**src/rtl/axi_lite_burst_master.sv**
```systemverilog
// rtl/axi_lite_burst_master.sv - single-command burst initiator for the five-channel memory slave bus
// Write data is staged in a 16x8 buffer; read beats stream out as one-cycle pulses.
module axi_lite_burst_master #(
  parameter int TIMEOUT = 64
) (
  input  logic        clk,
  input  logic        rst,
  input  logic        cmd_valid,
  output logic        cmd_ready,
  input  logic        cmd_write,
  input  logic [7:0]  cmd_addr,
  input  logic [3:0]  cmd_len,
  input  logic [3:0]  cmd_id,
  input  logic        wbuf_we,
  input  logic [3:0]  wbuf_addr,
  input  logic [7:0]  wbuf_data,
  output logic        ARVALID,
  input  logic        ARREADY,
  output logic [15:0] ARIN,
  input  logic        RVALID,
  output logic        RREADY,
  input  logic [8:0]  RDATA,
  input  logic        RLAST,
  output logic        AWVALID,
  input  logic        AWREADY,
  output logic [11:0] AWIN,
  output logic        WVALID,
  input  logic        WREADY,
  output logic [7:0]  WDATA,
  output logic        WLAST,
  input  logic        BVALID,
  output logic        BREADY,
  input  logic [4:0]  BRESP,
  output logic        rdat_valid,
  output logic [7:0]  rdat_data,
  output logic        rdat_err,
  output logic        rdat_last,
  output logic        done,
  output logic        done_err,
  output logic [3:0]  done_id
);

  localparam int TW = (TIMEOUT > 2) ? $clog2(TIMEOUT) : 1;

  typedef enum logic [2:0] {S_IDLE, S_AR, S_R, S_AW, S_W, S_B, S_DONE} state_t;

  state_t        state, state_nx;
  logic [7:0]    addr_q, addr_nx;
  logic [3:0]    len_q, len_nx;
  logic [3:0]    id_q, id_nx;
  logic [3:0]    beat_q, beat_nx;
  logic          err_q, err_nx;
  logic [TW-1:0] tcnt_q;
  logic [7:0]    wbuf [16];

  logic ar_hs, r_hs, aw_hs, w_hs, b_hs, any_hs, busy, last_beat, timeout_hit;

  // Handshakes are judged against the registered VALID/READY the slave actually sees.
  assign ar_hs       = ARVALID & ARREADY;
  assign r_hs        = RREADY & RVALID;
  assign aw_hs       = AWVALID & AWREADY;
  assign w_hs        = WVALID & WREADY;
  assign b_hs        = BREADY & BVALID;
  assign any_hs      = ar_hs | r_hs | aw_hs | w_hs | b_hs;
  assign busy        = (state == S_AR) || (state == S_R) || (state == S_AW) ||
                       (state == S_W) || (state == S_B);
  assign last_beat   = (beat_q == len_q - 4'd1);
  assign timeout_hit = busy && !any_hs && (tcnt_q == TW'(TIMEOUT - 1));

  always_ff @(posedge clk or posedge rst) begin
    if (rst) state <= S_IDLE;
    else     state <= state_nx;
  end

  always_comb begin
    state_nx = state;
    addr_nx  = addr_q;
    len_nx   = len_q;
    id_nx    = id_q;
    beat_nx  = beat_q;
    err_nx   = err_q;
    case (state)
      S_IDLE: if (cmd_valid) begin
        addr_nx  = cmd_addr;
        len_nx   = cmd_len;
        id_nx    = cmd_id;
        beat_nx  = 4'd0;
        err_nx   = (cmd_len == 4'd0);
        state_nx = (cmd_len == 4'd0) ? S_DONE : (cmd_write ? S_AW : S_AR);
      end
      S_AR: if (ar_hs) state_nx = S_R;
      S_R: if (r_hs) begin
        beat_nx = beat_q + 4'd1;
        err_nx  = err_q | RDATA[0] | (RLAST != last_beat);
        if (last_beat) state_nx = S_DONE;
      end
      S_AW: if (aw_hs) state_nx = S_W;
      S_W: if (w_hs) begin
        beat_nx = beat_q + 4'd1;
        if (last_beat) state_nx = S_B;
      end
      S_B: if (b_hs) begin
        err_nx   = err_q | BRESP[4] | (BRESP[3:0] != id_q);
        state_nx = S_DONE;
      end
      S_DONE:  state_nx = S_IDLE;
      default: state_nx = S_IDLE;
    endcase
    if (timeout_hit) begin
      state_nx = S_DONE;
      err_nx   = 1'b1;
    end
  end

  always_ff @(posedge clk or posedge rst) begin
    if (rst) begin
      addr_q <= '0;
      len_q  <= '0;
      id_q   <= '0;
      beat_q <= '0;
      err_q  <= 1'b0;
      tcnt_q <= '0;
    end else begin
      addr_q <= addr_nx;
      len_q  <= len_nx;
      id_q   <= id_nx;
      beat_q <= beat_nx;
      err_q  <= err_nx;
      tcnt_q <= (!busy || any_hs) ? '0 : tcnt_q + 1'b1;
    end
  end

  // Buffer has no reset so staged write data survives a mid-burst reset.
  always_ff @(posedge clk) begin
    if (wbuf_we && state != S_W) wbuf[wbuf_addr] <= wbuf_data;
  end

  logic        cmd_ready_d, arvalid_d, rready_d, awvalid_d, wvalid_d, wlast_d, bready_d;
  logic        rdat_valid_d, rdat_err_d, rdat_last_d, done_d, done_err_d;
  logic [15:0] arin_d;
  logic [11:0] awin_d;
  logic [7:0]  wdata_d, rdat_data_d;
  logic [3:0]  done_id_d;

  // Outputs are decoded from the next state so the registered bus reflects the state entered at each edge.
  always_comb begin
    cmd_ready_d  = (state_nx == S_IDLE);
    arvalid_d    = (state_nx == S_AR);
    arin_d       = (state_nx == S_AR) ? {addr_nx, len_nx, id_nx} : 16'd0;
    rready_d     = (state_nx == S_R);
    awvalid_d    = (state_nx == S_AW);
    awin_d       = (state_nx == S_AW) ? {addr_nx, id_nx} : 12'd0;
    wvalid_d     = (state_nx == S_W);
    wdata_d      = (state_nx == S_W) ? wbuf[beat_nx] : 8'd0;
    wlast_d      = (state_nx == S_W) && (beat_nx == len_nx - 4'd1);
    bready_d     = (state_nx == S_B);
    rdat_valid_d = r_hs;
    rdat_data_d  = r_hs ? RDATA[8:1] : 8'd0;
    rdat_err_d   = r_hs & RDATA[0];
    rdat_last_d  = r_hs & RLAST;
    done_d       = (state_nx == S_DONE);
    done_err_d   = (state_nx == S_DONE) & err_nx;
    done_id_d    = (state_nx == S_DONE) ? id_nx : 4'd0;
  end

  always_ff @(posedge clk or posedge rst) begin
    if (rst) begin
      cmd_ready  <= 1'b0;
      ARVALID    <= 1'b0;
      ARIN       <= '0;
      RREADY     <= 1'b0;
      AWVALID    <= 1'b0;
      AWIN       <= '0;
      WVALID     <= 1'b0;
      WDATA      <= '0;
      WLAST      <= 1'b0;
      BREADY     <= 1'b0;
      rdat_valid <= 1'b0;
      rdat_data  <= '0;
      rdat_err   <= 1'b0;
      rdat_last  <= 1'b0;
      done       <= 1'b0;
      done_err   <= 1'b0;
      done_id    <= '0;
    end else begin
      cmd_ready  <= cmd_ready_d;
      ARVALID    <= arvalid_d;
      ARIN       <= arin_d;
      RREADY     <= rready_d;
      AWVALID    <= awvalid_d;
      AWIN       <= awin_d;
      WVALID     <= wvalid_d;
      WDATA      <= wdata_d;
      WLAST      <= wlast_d;
      BREADY     <= bready_d;
      rdat_valid <= rdat_valid_d;
      rdat_data  <= rdat_data_d;
      rdat_err   <= rdat_err_d;
      rdat_last  <= rdat_last_d;
      done       <= done_d;
      done_err   <= done_err_d;
      done_id    <= done_id_d;
    end
  end

endmodule
```
**config.mk**
```make
export PLATFORM = sky130hd
export DESIGN_NAME = axi_lite_burst_master
export DESIGN_NICKNAME = d
export VERILOG_FILES = /design/src/rtl/axi_lite_burst_master.sv
export SDC_FILE = /design/constraint.sdc
export NUM_CORES = 1
export LEC_CHECK = 0
export ABC_CLOCK_PERIOD_IN_PS = 3800
export BUFFER_PORTS_ARGS = -buffer_cell sky130_fd_sc_hd__buf_2
export CAP_MARGIN = 20
export CORE_UTILIZATION = 25
export CTS_CLUSTER_SIZE = 14
export DETAILED_ROUTE_END_ITERATION = 8
export PLACE_DENSITY = 0.47
export SYNTH_ARGS = -nofsm -noshare
export SYNTH_HDL_FRONTEND = slang
export SYNTH_SLANG_ARGS = --single-unit
export TNS_END_PERCENT = 10
```
**constraint.sdc**
```tcl
create_clock -name clk -period 3.8 [get_ports clk]
set_input_delay 0.19 -clock clk [delete_from_list [all_inputs] [get_ports clk]]
set_output_delay 0.19 -clock clk [all_outputs]
set_load 0.05 [all_outputs]
```
==> key figures, run 1 <==
Power
  – Net Switching: 3.56 mW
  – Maximum vdd drop: 0.326 mV
  – PD cells: 760 mW/mm^2
  – Net Sw Frac: 38.9%
  – Int Pwr: 5.58 mW
  – Clock network power share: 27.5%
  – Leakage: 4.85 nW
  – Logic pwr share: 39.2%
  – Total power: 9.14 mW
  – Reg power frac: 33.3%

Timing
  – Final Skew: 0.0264 ns
  – Final WS setup: 0.609 ns
  – Fmax: 0.313 GHz
  – Setup TNS: 0 ns
  – Minimum clock period: 3.19 ns
  – Hold Violations, Final: 0
  – Hold slack final: 0.0221 ns
  – Relative slew slack: 29.1%
  – Least-Margin Pin Slew: 1.03 ns
  – RSZ-0062 raised after global routing: false
  – Max-slew violations: 0
  – Fin crit share: 84.0%
  – Final Setup Violations: 0

Job
  – Max cap viols: 0

Floorplanning
  – Core area: 0.0379 mm^2
  – Initial Util: 25.6%
  – Chip height: 199 um
  – Die area: 0.0396 mm^2
  – # IOs: 113
  – Die X: 199 um
  – Cell row count: 71

Drt
  – Initial DRT Pass Iterations: 5
  – Initial drt markers: 612
  – Total Wirelength: 27100 um
  – Antenna viol nets, final: 0
  – DRC viols: 0
  – Wire length per cell: 18.8 um
  – Via Count: 6930
  – Vias per cell: 4.82

Logic synthesis
  – Mean Syn Cell Area: 12.7 um^2
  – Post-Syn Nets: 819
  – Post-synth EDFFs: 128
  – Synth area leaders: edfxtp_1 40%, dfrtp_1 23%, o221ai_1 4.4%
  – Yosys reg bits: 218
  – Share of the synthesized area in the top cell type: 39.6%
  – Top FF cell, synth: edfxtp_1
  – Netlist cell types: 65
  – Synthesized area: 0.00971 mm^2
  – Async set or reset register ratio after synthesis: 41.3%
  – Cells after synthesis: 762
  – Synth area leader: edfxtp_1
  – Register area share after synthesis: 62.8%
  – Yosys warns: 0

Setup path
  – Launch point of the worst reg-to-reg path: state[2]
  – CP Launch Type: flop
  – CP bufs+invs: 0
  – CP most frequent cell: a21oi_1
  – CP required: 4.24 ns
  – Crit path from: state[2]
  – Cells along the critical path: nand4b_2, a21oi_1, a21oi_1, a31oi_1, nor3b_2, o2111ai_1, o31ai_1
  – WP data arrival: 3.64 ns
  – CP endpoint kind: flop
  – Worst setup path class: reg2reg
  – CP max stage cell: nor3b_2
  – Crit-path max FO: 18
  – CP top delay family: compound AO/OA/AOI/OAI gates
  – Max incr delay on CP: 0.74 ns

GRT
  – Largest net degree at the start of global routing: 62
  – Initial antenna violation count: 1
  – First-pass GRT wire length: 41000 um
  – GRT Overall Usage: 13.5%
  – Vias in the first global route: 6852
  – Gr ovfl total: 0

CTS
  – H-Tree Depth: 1
  – Total clock sinks: 218
  – CTS tree: yes
  – Cts bufs inserted: 25
  – Clk slew on worst S/H paths: 0.06 ns
  – Worst skew pair latency: 0.54 ns
  – Clock tree buffer depth: 3
  – CTS root buf: clkbuf_16
  – Post-CTS Setup Bufs: 0

Placed design
  – Gpl congestion: 0.811
  – Detailed Place HPWL: 18200 um
  – Dpl cells: 1367
  – Place WS: 0.615 ns
  – DP Area: 0.0109 mm^2
  – Port bufs: 112

Final layout
  – Nets: 964
  – Area growth from synthesis to layout: 24.0%
  – Post-route cell area: 0.0120 mm^2
  – Commonest non-fill, non-tap cell in the layout: edfxtp_1
  – Most frequent cells in the layout: 128 x edfxtp_1, 112 x buf_2, 89 x dfrtp_1
  – Finished Layout Cells: 1437
  – Fin util: 31.7%
  – Share of layout cells above drive strength 1: 22.5%

Hold path
  – Hold WC Path Type: in2reg
  – Min-delay src: cmd_id[2]

Status
  – Status: completed
-- tightest hold or removal path, stage by stage --
cell and delay, ns:
buf_2 0.07, mux2i_1 0.15, inv_1 0.08
-- cells in the mapped netlist, types with 10 or more instances --
cell,count
edfxtp_1,128
dfrtp_1,90
nor2_1,67
o221ai_1,49
mux2i_1,41
nand2_1,32
nand3_1,31
a21oi_1,28
inv_1,27
clkbuf_1,24
o22ai_1,17
buf_2,16
a21o_1,14
nor3_1,14
o21ai_0,13
and3_1,12
xnor2_1,11
a22oi_1,10
mux2_1,10
o211ai_1,10
xor2_1,10
-- final cells by class --
cell class                      instances  area [um^2]
Sequential cell                       218         6100
Inverter                               30          116
Antenna cell                            1         2.50
Multi-Input combinational cell        464         3270
Clock buffer                           30          686
Fill cell                            3839        25900
Clock inverter                         15          180
Tap cell                              511          639
Timing Repair Buffer                  168         1040
-- metal layers --
layer / vias to the layer above / GRT usage, % / wire length, um
li1: 3225 / - / -
met1: 3425 / 18.3 / 12400
met2: 241 / 21.8 / 12400
met3: 39 / 2.64 / 1650
met4: 0 / 3.62 / 587
met5: - / 0 / 0
-- state kept, by name, summed over array words and instances (netlist names), 6 cells and up --
register and count:
wbuf 128, AWIN 12, tcnt_q 6, rdat_data 8, WDATA 8, ARIN 16, addr_q 8
-- power groups by stage --
stage	Combinational, mW	Clock [mW]	Sequential, mW
floorplan	2.15	0	3.51
global placement	3.57	0	3.09
detailed placement	3.58	0	3.09
CTS	3.61	2.57	3.05
global route	3.93	2.66	3.08
finish	3.58	2.52	3.04
-- what timing repair did --
| action | 4_1_cts | 5_1_grt |
|---|---|---|
| endpoints found under the setup margin | 0 | 0 |
| hold buffers | 24 | 0 |
| gates resized for setup | 0 | 0 |
| hold endpoints to repair | 102 | 0 |
-- worst paths after layout --
kind                              to  slack (ns)  cells past startpoint
hold reg to reg            tcnt_q[0]        0.47                      1
min in group asynchronous   WDATA[3]        0.38                      3
max in group asynchronous   ARIN[13]        2.53                      4
setup / recovery            WDATA[4]        0.61                      7
hold / removal               id_q[2]        0.02                      3
setup reg to reg            WDATA[4]        0.61                      7
-- kinds of logic (layout without fill, tap and decap cells) --
kind of cell    Yosys count  in the layout  share of synthesized area (%)
compound gates          193            193                           15.2
mux                      58             58                           6.20
buf+inv                  80            243                           3.75
xor+xnor                 21             21                           1.89
other cells               0              1                              0
simple gates            188            188                           9.60
fa+ha+maj                 4              4                          0.516
flops                   218            218                           62.8
Power figures use the tool's default switching activity.
==> run 2: changes to the inputs <==
--- a/config.mk
+++ b/config.mk
@@ -5,13 +5,13 @@
 export SDC_FILE = /design/constraint.sdc
 export NUM_CORES = 1
 export LEC_CHECK = 0
-export ABC_CLOCK_PERIOD_IN_PS = 3800
+export ABC_CLOCK_PERIOD_IN_PS = 2900
 export BUFFER_PORTS_ARGS = -buffer_cell sky130_fd_sc_hd__buf_2
 export CAP_MARGIN = 20
 export CORE_UTILIZATION = 25
 export CTS_CLUSTER_SIZE = 14
 export DETAILED_ROUTE_END_ITERATION = 8
-export PLACE_DENSITY = 0.47
+export PLACE_DENSITY = 0.48
 export SYNTH_ARGS = -nofsm -noshare
 export SYNTH_HDL_FRONTEND = slang
 export SYNTH_SLANG_ARGS = --single-unit
==> constraint.sdc (replaced) <==
create_clock -name clk -period 2.9 [get_ports clk]
set_input_delay 0.145 -clock clk [delete_from_list [all_inputs] [get_ports clk]]
set_output_delay 0.145 -clock clk [all_outputs]
set_load 0.05 [all_outputs]
==> key figures, run 2 (synthesized netlist as in run 1, its figures left out) <==
Status
  – Status: completed

Drt
  – Antenna viol nets, final: 0
  – Initial DRT Pass Iterations: 5
  – Initial drt markers: 453
  – DRC viols: 0
  – Via Count: 7087
  – Total Wirelength: 27200 um
  – Wire length per cell: 18.4 um
  – Vias per cell: 4.79

Placed design
  – Port bufs: 112
  – Gpl congestion: 0.771
  – Detailed Place HPWL: 18500 um

CTS
  – Worst skew pair latency: 0.54 ns
  – Total clock sinks: 218
  – CTS tree: yes
  – CTS root buf: clkbuf_16
  – Post-CTS Setup Bufs: 0
  – Clock tree buffer depth: 3
  – Clk slew on worst S/H paths: 0.06 ns
  – H-Tree Depth: 1
  – Cts bufs inserted: 24

Timing
  – Fmax: 0.360 GHz
  – Fin crit share: 95.8%
  – Least-Margin Pin Slew: 1.07 ns
  – RSZ-0062 raised after global routing: true
  – Final Setup Violations: 0
  – Minimum clock period: 2.78 ns
  – Hold Violations, Final: 0
  – Hold slack final: 0.0182 ns
  – Final Skew: 0.0320 ns
  – Max-slew violations: 0
  – Relative slew slack: 27.0%

Setup path
  – WP data arrival: 3.26 ns
  – Crit-path max FO: 14
  – CP endpoint kind: flop
  – Worst setup path class: reg2reg
  – CP Launch Type: flop
  – CP required: 3.38 ns

Floorplanning
  – Core area: 0.0379 mm^2
  – Chip height: 199 um
  – Cell row count: 71
  – Initial Util: 25.6%
  – Die area: 0.0396 mm^2
  – Die X: 199 um
  – # IOs: 113

GRT
  – Gr ovfl total: 0
  – GRT Overall Usage: 13.8%
  – Initial antenna violation count: 1
  – First-pass GRT wire length: 42000 um
  – Largest net degree at the start of global routing: 44
  – Vias in the first global route: 7240

Final layout
  – Commonest non-fill, non-tap cell in the layout: edfxtp_1
  – Largest regs: wbuf: 128 flops, ARIN: 16 flops, AWIN: 12 flops
  – Max FFs per register: 128
  – Most frequent cells in the layout: 128 x edfxtp_1, 112 x buf_2, 89 x dfrtp_1
  – Area growth from synthesis to layout: 27.8%
  – Share of layout cells above drive strength 1: 24.4%
  – Nets: 1007
  – Fin util: 32.7%
  – Ant diodes: 0
  – Largest Register: wbuf

Power
  – Maximum vdd drop: 0.477 mV
  – PD cells: 971 mW/mm^2
  – Leakage: 5.09 nW

Hold path
  – Hold WC Path Type: in2reg

Job
  – Max cap viols: 0
## run 2: changes by cell type in the layout (fill, tap and decap cells not counted), moves of 2 or more
cell / delta
bufinv_16: -2
clkbuf_1: +2
dlygate4sd3_1: +13
buf_4: +24
buf_12: +6
## run 2: layer usage
layer | wire, um | global-route usage [%]
met1 | 12100 | 17.7
met2 | 12900 | 23.1
met3 | 1440 | 2.42
met4 | 748 | 4.96
met5 | 10 | 0
## run 2: worst max-delay path: stages, from the launching register on
cell and delay, ns:
dfrtp_1 0.48, buf_4 0.18, nor3b_1 0.05, buf_4 0.17, o31ai_4 0.65, nand2_1 0.10
o21ai_1 0.34, mux2_2 0.41, a211oi_2 0.22, a31o_1 0.12
## run 2: power by group
group	total, mW	internal, mW	switching (mW)
Combinational	5.11	1.81	3.31
Clock	3.02	1.80	1.22
Sequential	3.92	3.70	0.225
## run 2: timing repair
action | in CTS | in global routing
hold buffers | 37 | 0
endpoints found under the hold margin | 117 | 0
gates resized for setup | 0 | 4
endpoints found under the setup margin | 0 | 9
## run 2: layout make-up
| cell class | count | area (um^2) |
|---|---|---|
| flip-flops and latches | 218 | 6100 |
| fillers | 3774 | 25500 |
| repair buffers | 212 | 1480 |
| multi-input cells | 464 | 3290 |
| clock inverters | 12 | 119 |
| well taps | 511 | 639 |
| clock buffers | 31 | 668 |
| inverters | 30 | 115 |
## run 2: worst paths after layout
| kind | start | endpoint | slack, ns | cells past startpoint |
|---|---|---|---|---|
| max | state[2] | WDATA[6] | 0.12 | 9 |
| min | wbuf_data[3] | wbuf[2][3] | 0.02 | 1 |
| max reg2reg | state[2] | WDATA[6] | 0.12 | 9 |
| min reg2reg | tcnt_q[0] | tcnt_q[0] | 0.46 | 1 |
| max in group asynchronous | rst | WDATA[4] | 2.02 | 4 |
| min in group asynchronous | rst | rdat_data[5] | 0.21 | 3 |
## run 2: stage by stage
step | setup TNS, ns | setup WS, ns | instances | total power, mW | cell area (um^2)
after global placement | 0 | 0.147 | 1398 | 9.08 | 11200
after detailed placement | 0 | 0.102 | 1398 | 9.06 | 11200
after CTS | 0 | 0.0756 | 1478 | 12.2 | 12400
final | 0 | 0.123 | 1478 | 12.1 | 12400
after global routing | -0.0637 | -0.0393 | 1478 | 12.8 | 12400
after floorplan | 0 | 0.298 | 762 | 7.42 | 9710
==> run 3: changes to the inputs <==
--- a/config.mk
+++ b/config.mk
@@ -5,13 +5,13 @@
 export SDC_FILE = /design/constraint.sdc
 export NUM_CORES = 1
 export LEC_CHECK = 0
-export ABC_CLOCK_PERIOD_IN_PS = 2900
+export ABC_CLOCK_PERIOD_IN_PS = 3210
 export BUFFER_PORTS_ARGS = -buffer_cell sky130_fd_sc_hd__buf_2
 export CAP_MARGIN = 20
 export CORE_UTILIZATION = 25
 export CTS_CLUSTER_SIZE = 14
 export DETAILED_ROUTE_END_ITERATION = 8
-export PLACE_DENSITY = 0.48
+export PLACE_DENSITY = 0.47
 export SYNTH_ARGS = -nofsm -noshare
 export SYNTH_HDL_FRONTEND = slang
 export SYNTH_SLANG_ARGS = --single-unit
==> constraint.sdc (replaced) <==
create_clock -name clk -period 3.21 [get_ports clk]
set_input_delay 0.1605 -clock clk [delete_from_list [all_inputs] [get_ports clk]]
set_output_delay 0.1605 -clock clk [all_outputs]
set_load 0.05 [all_outputs]
==> key figures, run 3 (synthesized netlist as in run 1, its figures left out) <==
Status
  – Status: completed

Final layout
  – Most frequent cells in the layout: 128 x edfxtp_1, 112 x buf_2, 89 x dfrtp_1
  – Share of layout cells above drive strength 1: 23.7%
  – Max FFs per register: 128
  – Fin util: 32.5%
  – Commonest non-fill, non-tap cell in the layout: edfxtp_1
  – Area growth from synthesis to layout: 27.1%
  – Nets: 990
  – Finished Layout Cells: 1464
  – Largest Register: wbuf
  – Largest regs: wbuf: 128 flops, ARIN: 16 flops, AWIN: 12 flops

GRT
  – Gr ovfl total: 0
  – GRT Overall Usage: 13.9%
  – Initial antenna violation count: 1
  – Vias in the first global route: 7104
  – GR Layer Usage met3: 2.54%
  – Largest net degree at the start of global routing: 78
  – GR peak layer: met2
  – Met2 GRT Util: 23.1%
  – Met1 usage in global routing: 18.5%
  – First-pass GRT wire length: 42100 um

Power
  – PD cells: 884 mW/mm^2
  – Total power: 10.9 mW
  – Leakage: 5.04 nW
  – Maximum vdd drop: 0.354 mV

Setup path
  – R2r setup slk: 0.40 ns
  – FF-to-FF End: WDATA[6]
  – CP required: 3.68 ns
  – Worst setup path class: reg2reg
  – Crit-path max FO: 14
  – CP Launch Type: flop
  – Reg2Reg Depth: 8
  – Launch point of the worst reg-to-reg path: state[1]
  – CP endpoint kind: flop
  – WP data arrival: 3.29 ns

Placed design
  – Dpl cells: 1381
  – Detailed Place HPWL: 18300 um
  – Gpl congestion: 0.815
  – Port bufs: 112

Drt
  – Via Count: 7062
  – Initial drt markers: 553
  – Vias per cell: 4.82
  – DRC viols: 0
  – Total Wirelength: 27900 um
  – Initial DRT Pass Iterations: 7
  – Antenna viol nets, final: 0
  – Wire length per cell: 19.0 um

Timing
  – Final Setup Violations: 0
  – Hold Violations, Final: 0
  – Least-Margin Pin Slew: 0.969 ns
  – Setup TNS: 0 ns
  – Final Skew: 0.0326 ns
  – Hold slack final: 0.0178 ns
  – Max-slew violations: 0
  – RSZ-0062 raised after global routing: false
  – Fin crit share: 87.7%
  – Fmax: 0.355 GHz
  – Relative slew slack: 33.5%
  – Minimum clock period: 2.81 ns

Floorplanning
  – Chip height: 199 um
  – Core area: 0.0379 mm^2
  – Die X: 199 um
  – Die area: 0.0396 mm^2
  – Initial Util: 25.6%
  – Cell row count: 71
  – # IOs: 113

Job
  – Max cap viols: 0

CTS
  – CTS tree: yes
  – H-Tree Depth: 1
  – Clock tree buffer depth: 3
  – Clk slew on worst S/H paths: 0.06 ns
  – CTS root buf: clkbuf_16
  – Worst skew pair latency: 0.54 ns
  – Cts bufs inserted: 26
  – Total clock sinks: 218
  – Post-CTS Setup Bufs: 0

Hold path
  – Min-delay src: cmd_len[2]
  – Hold WC Path Type: in2reg
  – Worst Hold End: len_q[2]
  – Hold path depth: 3
## run 3: changes by cell type in the layout (fill, tap and decap cells not counted), sizes merged
cell         change
dlygate4sd3      -3
clkinv           -2
inv              +1
clkbuf           +7
clkinvlp         -1
bufinv           -1
diode            +1
buf             -16
## run 3: power by group
group	internal (mW)	total, mW	switching, mW	leakage (nW)
registers	3.34	3.55	0.210	2.35
clock network	1.81	2.98	1.17	0.441
logic	1.53	4.39	2.85	2.25
## run 3: layout make-up
| cell class | instances | area [um^2] |
|---|---|---|
| Clock buffer | 38 | 800 |
| Timing Repair Buffer | 193 | 1320 |
| Sequential cell | 218 | 6100 |
| Clock inverter | 9 | 90.1 |
| Tap cell | 511 | 639 |
| Multi-Input combinational cell | 464 | 3270 |
| Inverter | 30 | 116 |
| Antenna cell | 1 | 2.50 |
| Fill cell | 3787 | 25600 |
## run 3: worst max path at each step
stage              from    endpoint  slack, ns  cells after the start
3_3_place_gp   state[1]       WLAST       0.43                     10
2_1_floorplan  state[0]  wbuf[2][0]       0.61                      5
5_1_grt        state[1]       WLAST       0.14                     10
3_5_place_dp   state[1]       WLAST       0.37                     10
4_1_cts        state[1]       WLAST       0.38                     10
6_report       state[1]    WDATA[6]       0.40                      8
## run 3: stage by stage
step           setup WS (ns)  area, um^2
6_report               0.395       12300
5_1_grt                0.142       12300
4_1_cts                0.378       12300
3_5_place_dp           0.373       11100
3_3_place_gp           0.434       11100
2_1_floorplan          0.608        9710
## run 3: repair_timing
item                      in CTS  in global routing
hold buffers                  34                  0
hold endpoints to repair     124                  0
gates resized for setup        0                  0
## run 3: per-layer routing
metal	vias to the layer above	part of all wire, %
met5	-	0
met4	0	2.0
met3	44	5.8
met2	249	47
met1	3503	45
li1	3266	-
## run 3: critical path: stages (launching register included)
cell	delay, ns
dfrtp_1	0.51
buf_4	0.22
nor3_1	0.20
nand4b_2	0.26
nor3_2	0.12
or4b_4	0.58
or3_1	0.51
a211oi_2	0.25
a31o_1	0.12
